**config.mk**
```make
export PLATFORM = sky130hd
export DESIGN_NAME = block_flush_requester
export DESIGN_NICKNAME = d
export VERILOG_FILES = /design/src/rtl/block_flush_requester_pkg.sv /design/src/rtl/block_flush_requester_sector_priority_encoder.sv /design/src/rtl/block_flush_requester.sv
export SDC_FILE = /design/constraint.sdc
export NUM_CORES = 2
export LEC_CHECK = 0
export CORE_AREA = 2 2 481 483
export DETAILED_ROUTE_END_ITERATION = 10
export DIE_AREA = 0 0 483 485
export SLEW_MARGIN = 20
export SYNTH_ARGS = -nofsm -noshare
export SYNTH_HDL_FRONTEND = slang
export SYNTH_SLANG_ARGS = --single-unit
```
**constraint.sdc**
```tcl
create_clock -name clk -period 3.6 [get_ports clk]
set_input_delay 0.54 -clock clk [delete_from_list [all_inputs] [get_ports clk]]
set_output_delay 0.54 -clock clk [all_outputs]
set_load 0.01 [all_outputs]
```
**src/rtl/block_flush_requester_pkg.sv**
```systemverilog
// Shared AMI request definitions: field widths, request bus layout and size codes
// used by the block flush requester.
package block_flush_requester_pkg;

  localparam int AMI_ADDR_W  = 64;
  localparam int AMI_DATA_W  = 576;
  localparam int AMI_SIZE_W  = 6;
  localparam int AMI_REQ_W   = 648;
  localparam int BLOCK_W     = 512;
  localparam int SECTOR_W    = 64;
  localparam int NUM_SECTORS = 8;

  localparam int SECTOR_BYTES = 8;
  localparam int BLOCK_BYTES  = 64;

  // A 64-byte size does not fit the 6-bit field and is carried modulo 64.
  localparam logic [AMI_SIZE_W-1:0] AMI_SIZE_SECTOR = AMI_SIZE_W'(SECTOR_BYTES);
  localparam logic [AMI_SIZE_W-1:0] AMI_SIZE_BLOCK  = AMI_SIZE_W'(BLOCK_BYTES);

  localparam logic [AMI_ADDR_W-1:0] BLOCK_OFFSET_MASK = AMI_ADDR_W'(BLOCK_BYTES - 1);

  // Packed MSB-first: size[647:642], data[641:66], addr[65:2], is_write[1], valid[0].
  typedef struct packed {
    logic [AMI_SIZE_W-1:0] size;
    logic [AMI_DATA_W-1:0] data;
    logic [AMI_ADDR_W-1:0] addr;
    logic                  is_write;
    logic                  valid;
  } ami_req_t;

  function automatic ami_req_t ami_write_req(input logic [AMI_ADDR_W-1:0] addr,
                                             input logic [AMI_DATA_W-1:0] data,
                                             input logic [AMI_SIZE_W-1:0] size);
    ami_req_t r;
    r.valid    = 1'b1;
    r.is_write = 1'b1;
    r.addr     = addr;
    r.data     = data;
    r.size     = size;
    return r;
  endfunction

endpackage

```
**src/rtl/block_flush_requester_sector_priority_encoder.sv**
```systemverilog
// Lowest-set-bit encoder over the 8-bit sector dirty mask.
module sector_priority_encoder
  import block_flush_requester_pkg::*;
(
  input  logic [NUM_SECTORS-1:0] mask_i,
  output logic [2:0]             idx_o,
  output logic                   any_o
);

  always_comb begin
    // NOTE: every output gets a default before the loop so no latch is inferred.
    idx_o = '0;
    any_o = |mask_i;
    for (int i = NUM_SECTORS - 1; i >= 0; i--) begin
      if (mask_i[i]) idx_o = 3'(i);
    end
  end

endmodule

```
**src/rtl/block_flush_requester.sv**
```systemverilog
// Turns one flush command (block + dirty mask) into either a full-block AMI write
// or a run of per-sector AMI writes, then pulses flush_done.
module block_flush_requester
  import block_flush_requester_pkg::*;
#(
  parameter int AMI_ADDR_WIDTH     = block_flush_requester_pkg::AMI_ADDR_W,
  parameter int AMI_DATA_WIDTH     = block_flush_requester_pkg::AMI_DATA_W,
  parameter int AMI_REQ_SIZE_WIDTH = block_flush_requester_pkg::AMI_SIZE_W
) (
  input  logic                      clk,
  input  logic                      rst,
  input  logic                      flush_valid,
  output logic                      flush_ready,
  input  logic [AMI_ADDR_WIDTH-1:0] flush_addr,
  input  logic [NUM_SECTORS-1:0]    flush_dirty,
  input  logic [BLOCK_W-1:0]        block_data,
  output logic [2+AMI_ADDR_WIDTH+AMI_DATA_WIDTH+AMI_REQ_SIZE_WIDTH-1:0] req_out,
  input  logic                      req_ready,
  output logic                      flush_done
);

  typedef enum logic [1:0] {
    IDLE,
    FULL,
    SECTOR,
    DONE
  } state_e;

  state_e                 state_q;
  logic [AMI_ADDR_W-1:0]  base_q;
  logic [NUM_SECTORS-1:0] mask_q;
  logic [BLOCK_W-1:0]     data_q;
  logic [2:0]             idx_q;
  ami_req_t               req_q;
  logic                   flush_done_q;
  logic                   flush_ready_q;

  logic [AMI_ADDR_W-1:0]  addr_base;
  logic [NUM_SECTORS-1:0] mask_clr;
  logic [NUM_SECTORS-1:0] enc_mask;
  logic [AMI_ADDR_W-1:0]  sector_base;
  logic [BLOCK_W-1:0]     sector_src;
  logic [SECTOR_W-1:0]    sector_word;
  logic [2:0]             enc_idx;
  logic                   enc_any;
  ami_req_t               sector_req;
  ami_req_t               full_req;
  logic                   accept;

  assign addr_base = flush_addr & ~BLOCK_OFFSET_MASK;
  assign mask_clr  = mask_q & ~(NUM_SECTORS'(1) << idx_q);
  assign accept    = flush_valid && flush_ready_q;

  // In IDLE the next request is built straight from the inputs being accepted;
  // afterwards it comes from the latched copy with the serviced bit removed.
  always_comb begin
    enc_mask    = mask_clr;
    sector_base = base_q;
    sector_src  = data_q;
    if (state_q == IDLE) begin
      enc_mask    = flush_dirty;
      sector_base = addr_base;
      sector_src  = block_data;
    end
  end

  sector_priority_encoder u_enc (
    .mask_i (enc_mask),
    .idx_o  (enc_idx),
    .any_o  (enc_any)
  );

  assign sector_word = sector_src[{enc_idx, 6'b0} +: SECTOR_W];
  assign sector_req  = ami_write_req(sector_base + {{(AMI_ADDR_W-6){1'b0}}, enc_idx, 3'b0},
                                     {{(AMI_DATA_W-SECTOR_W){1'b0}}, sector_word},
                                     AMI_SIZE_SECTOR);
  assign full_req    = ami_write_req(addr_base,
                                     {{(AMI_DATA_W-BLOCK_W){1'b0}}, block_data},
                                     AMI_SIZE_BLOCK);

  // NOTE: state and registered outputs share one clocked block and use only <=,
  // so every register sees the values from before this edge.
  always_ff @(posedge clk or negedge rst) begin
    if (!rst) begin
      state_q       <= IDLE;
      base_q        <= '0;
      mask_q        <= '0;
      // NOTE: the wide block copy is reset on purpose; it is a register bank, not a RAM.
      data_q        <= '0;
      idx_q         <= '0;
      req_q         <= '0;
      flush_done_q  <= 1'b0;
      flush_ready_q <= 1'b0;
    end else begin
      case (state_q)
        IDLE: begin
          if (accept) begin
            base_q        <= addr_base;
            mask_q        <= flush_dirty;
            data_q        <= block_data;
            idx_q         <= enc_idx;
            flush_ready_q <= 1'b0;
            if (flush_dirty == '1) begin
              state_q <= FULL;
              req_q   <= full_req;
            end else if (flush_dirty == '0) begin
              state_q      <= DONE;
              flush_done_q <= 1'b1;
            end else begin
              state_q <= SECTOR;
              req_q   <= sector_req;
            end
          end else begin
            flush_ready_q <= 1'b1;
          end
        end
        FULL: begin
          if (req_ready) begin
            state_q      <= DONE;
            req_q        <= '0;
            flush_done_q <= 1'b1;
          end
        end
        SECTOR: begin
          if (req_ready) begin
            mask_q <= mask_clr;
            if (enc_any) begin
              idx_q <= enc_idx;
              req_q <= sector_req;
            end else begin
              state_q      <= DONE;
              req_q        <= '0;
              flush_done_q <= 1'b1;
            end
          end
        end
        DONE: begin
          state_q       <= IDLE;
          flush_done_q  <= 1'b0;
          flush_ready_q <= 1'b1;
        end
        default: state_q <= IDLE;
      endcase
    end
  end

  assign req_out     = req_q;
  assign flush_ready = flush_ready_q;
  assign flush_done  = flush_done_q;

endmodule
```
==> results summary <==
The share of the clock period used by the worst path after layout is 0.9724. After detailed routing, the number of remaining DRC violations is 0. The worst path required time came out at 4.24 ns. Yosys mapped the design onto 59 distinct sky130hd cell types. The number of failing hold endpoints at the final stage was 0.

The min-delay analysis places its worst path in the category in2reg. The effective utilization at floorplan is 0.2337. The leftover overflow at the end of global routing is 0. The worst setup path is launched from a flop.

Measured along the x axis, the die boundary spans 483 um. TritonCTS built the clock tree. The synthesized area divided by synthesized cell count is 11.72 um2.

The clock tree skew after final layout is 0.04104 ns. The netlist area before placement is 53520 um2. The number of levels the H-tree was split into is 4. The final cell count without fillers is 8973. During I/O placement, the number of pins put on the boundary was 1238. Summed over all cells, the static leakage comes to 0.03293 uW. After detailed routing, the average wire length per cell comes to 28.55 um. In this run, synthesis inferred 0 flip-flops with an integrated enable. The first global-routing pass estimated 355.6 mm of wire. The iteration count of the initial detailed-routing pass came out at 6. In the detailed route, the total length drawn on met3 is 25.25 mm. The detailed router used layers up to and including met5. The y dimension of the die is 485 um.

Synthesis inferred 1160 register bits. For this run, the register share of the synthesized area comes to 0.5424. The count of standard-cell rows came out at 176. From synthesis to final layout, the design area changed by 40.64%.

The clock insertion delay at the later pin of the skew report came out at 0.81 ns. Once layout is complete, the utilization of the core stands at 0.3287. For the pin with the worst max-slew slack, the measured transition is 0.9190 ns. The die covers 234300 um2.

The number of maximum-capacitance violations came out at 0. The total count of max-transition violations in the final report is 0. The count of mapped cells out of synthesis is 4568. The maximum fanout encountered on the critical timing path came out at 16. The setup violation total in the final timing report came out at 0. The worst-case IR drop observed on VDD is 0.0007245 V. The kind of critical path is reg2reg. The detailed-routed wire length on met2 is 114.3 mm.

The register clock-pin slew on the reported worst setup and hold paths came out at 0.06 ns. The global placement routability congestion is 0.9244. The total core area is 229000 um2. The placed wire-length estimate came out at 199.0 mm. Summing internal, switching and leakage power gives 72620 uW.

The largest net degree at the start of global routing came out at 127. The arrival time of data at the critical path endpoint came out at 4.14 ns. The worst max-slew margin expressed relative to the limit came out at 0.3873.

The net count reported at finish is 6399. The number of sinks driven by the clock tree came out at 1160. The via count of the first global-routing pass is 44414. The number of placed instances, taps included, is 8671. The via count is 43791. In this run the power density over the cells is 964.8 nW/um2. The ratio of cells with drive above 1 in the final layout came out at 0.2355. The most used flip-flop cell after synthesis is sky130_fd_sc_hd__dfrtp_1. Setup repair after global routing left no endpoint under its margin. Buffers placed on the I/O ports in this run total 1159.

The worst setup path is captured at a flop. In this run the remaining antenna-violating nets after routing total 0. The routed metal-1 wirelength is 105.7 mm. The clock passes through at most 3 buffers. The total global routing track utilization is 0.2135. The yosys synthesis warning count came out at 0. The flow ran to the end, and the final reports show no timing, DRC or antenna violations. The tree is rooted in a sky130_fd_sc_hd__clkbuf_16. TritonCTS created 140 clock buffers. The iteration-0 DRC count of the detailed router came out at 3329. The post-synthesis async set-or-reset flop share came out at 1.000.

The sum of routed wire length over all layers came out at 256.2 mm. The via density per instance came out at 4.880. The number of antenna violations at the first check in global routing came out at 79. The clock period minus final worst setup slack is 3.500 ns. Derived from the worst setup path, the maximum achievable clock frequency is 0.2857 GHz.
[cells in the final DEF (no fill, tap or decap), types with 37 or more instances in the layout]
| cell type | instances |
|---|---|
| sky130_fd_sc_hd__dfrtp_1 | 1160 |
| sky130_fd_sc_hd__clkdlybuf4s50_1 | 1158 |
| sky130_fd_sc_hd__nand2_1 | 1005 |
| sky130_fd_sc_hd__mux2_2 | 573 |
| sky130_fd_sc_hd__nand3_1 | 457 |
| sky130_fd_sc_hd__mux4_2 | 253 |
| sky130_fd_sc_hd__buf_4 | 218 |
| sky130_fd_sc_hd__nor2_1 | 188 |
| sky130_fd_sc_hd__clkbuf_16 | 144 |
| sky130_fd_sc_hd__a21oi_1 | 133 |
| sky130_fd_sc_hd__a221oi_1 | 90 |
| sky130_fd_sc_hd__buf_12 | 79 |
| sky130_fd_sc_hd__conb_1 | 72 |
| sky130_fd_sc_hd__diode_2 | 41 |
| sky130_fd_sc_hd__a22oi_1 | 37 |
[final timing paths]
path | start | endpoint | slack, ns | depth (start not counted)
setup / recovery | state_q[1] | req_out[111] | 0.1 | 14
hold / removal | block_data[333] | req_out[399] | 0.33 | 3
setup reg to reg | state_q[1] | req_out[111] | 0.1 | 14
hold reg to reg | req_out[173] | req_out[173] | 0.46 | 2
max in group asynchronous | rst | data_q[75] | 1.96 | 3
min in group asynchronous | rst | data_q[507] | 0.35 | 2
[Yosys cell counts (all sizes together) (23+ instances only)]
cell       n  area, um2
dfrtp   1160      29030
nand2   1006       3776
mux2     573       6452
nand3    458       2292
clkbuf   266      998.5
mux4     253       5698
nor2     191      716.9
buf      169       1110
a21oi    137      685.7
a221oi   105       1001
a22oi     42      334.1
nor3      36      180.2
a22o      31      271.5
a31oi     24      156.4
a21boi    23      172.7
[metrics by stage]
step	area, um2	setup WS [ns]	setup TNS, ns	hold WS [ns]
after floorplan	53780	0.6039	0	0.2444
after global placement	70300	-0.3421	-4.050	0.4493
after detailed placement	70300	-0.3507	-3.616	0.4541
after CTS	74940	-0.03801	-0.03801	0.2577
after global routing	75250	0.01624	0	0.3282
final	75270	0.09954	0	0.3326
[sequential cells by signal, indices dropped and copies added, names as in the netlist]
signal	cells
mask_q	8
flush_ready	1
base_q	58
req_out	575
state_q	2
idx_q	3
flush_done	1
data_q	512
[kinds of logic (layout without fill, tap and decap cells)]
family	count (synthesis)	in the layout	synth area share
adders and majority gates	4	4	0.0009352
DFF	1160	1160	0.5424
other	1	113	0.00007007
muxes	827	827	0.2272
buffers and inverters	450	1717	0.04045
and+or+nand+nor	1717	1717	0.1337
AOI/OAI and AO/OA	409	409	0.05522
[routing by layer]
layer	GRT usage	up-vias
met5	0	-
met2	0.3237	1967
met3	0.07687	379
li1	-	18637
met4	0.09293	18
met1	0.2730	22790
[critical path: stages, from the launching register on]
cell and delay [ns]:
sky130_fd_sc_hd__dfrtp_1 0.40, sky130_fd_sc_hd__inv_1 0.11, sky130_fd_sc_hd__ha_4 0.22, sky130_fd_sc_hd__buf_12 0.17, sky130_fd_sc_hd__o31a_1 0.31, sky130_fd_sc_hd__and2_4 0.16
sky130_fd_sc_hd__a32oi_4 0.24, sky130_fd_sc_hd__buf_12 0.17, sky130_fd_sc_hd__buf_12 0.17, sky130_fd_sc_hd__mux4_2 0.51, sky130_fd_sc_hd__a22o_1 0.28, sky130_fd_sc_hd__buf_12 0.15
sky130_fd_sc_hd__a21oi_2 0.19, sky130_fd_sc_hd__buf_4 0.15, sky130_fd_sc_hd__a221oi_1 0.06
[layout make-up]
type                    instances  area, um2
clock buffers                 201       4116
clock inverters                40      462.9
multi-input cells            3029      22770
well taps                    3026       3786
repair buffers               1461      14940
flip-flops and latches       1160      29030
inverters                      15      63.81
fillers                     22987     153800
diodes                         41      102.6
[power breakdown]
part           switching, uW  internal (uW)
clock                   6090           8280
sequential              2160          17200
combinational          21000          17800
total                  29300          43300
[what timing repair did]
action                                 CTS  global route
hold buffers                             1             0
setup endpoints to repair               20            46
buffers inserted                         2            15
cloned                                   0             1
pin swaps                                1             3
endpoints found under the hold margin   57             0
gates resized for setup                  4            12
(Power assumes the default switching activity.)
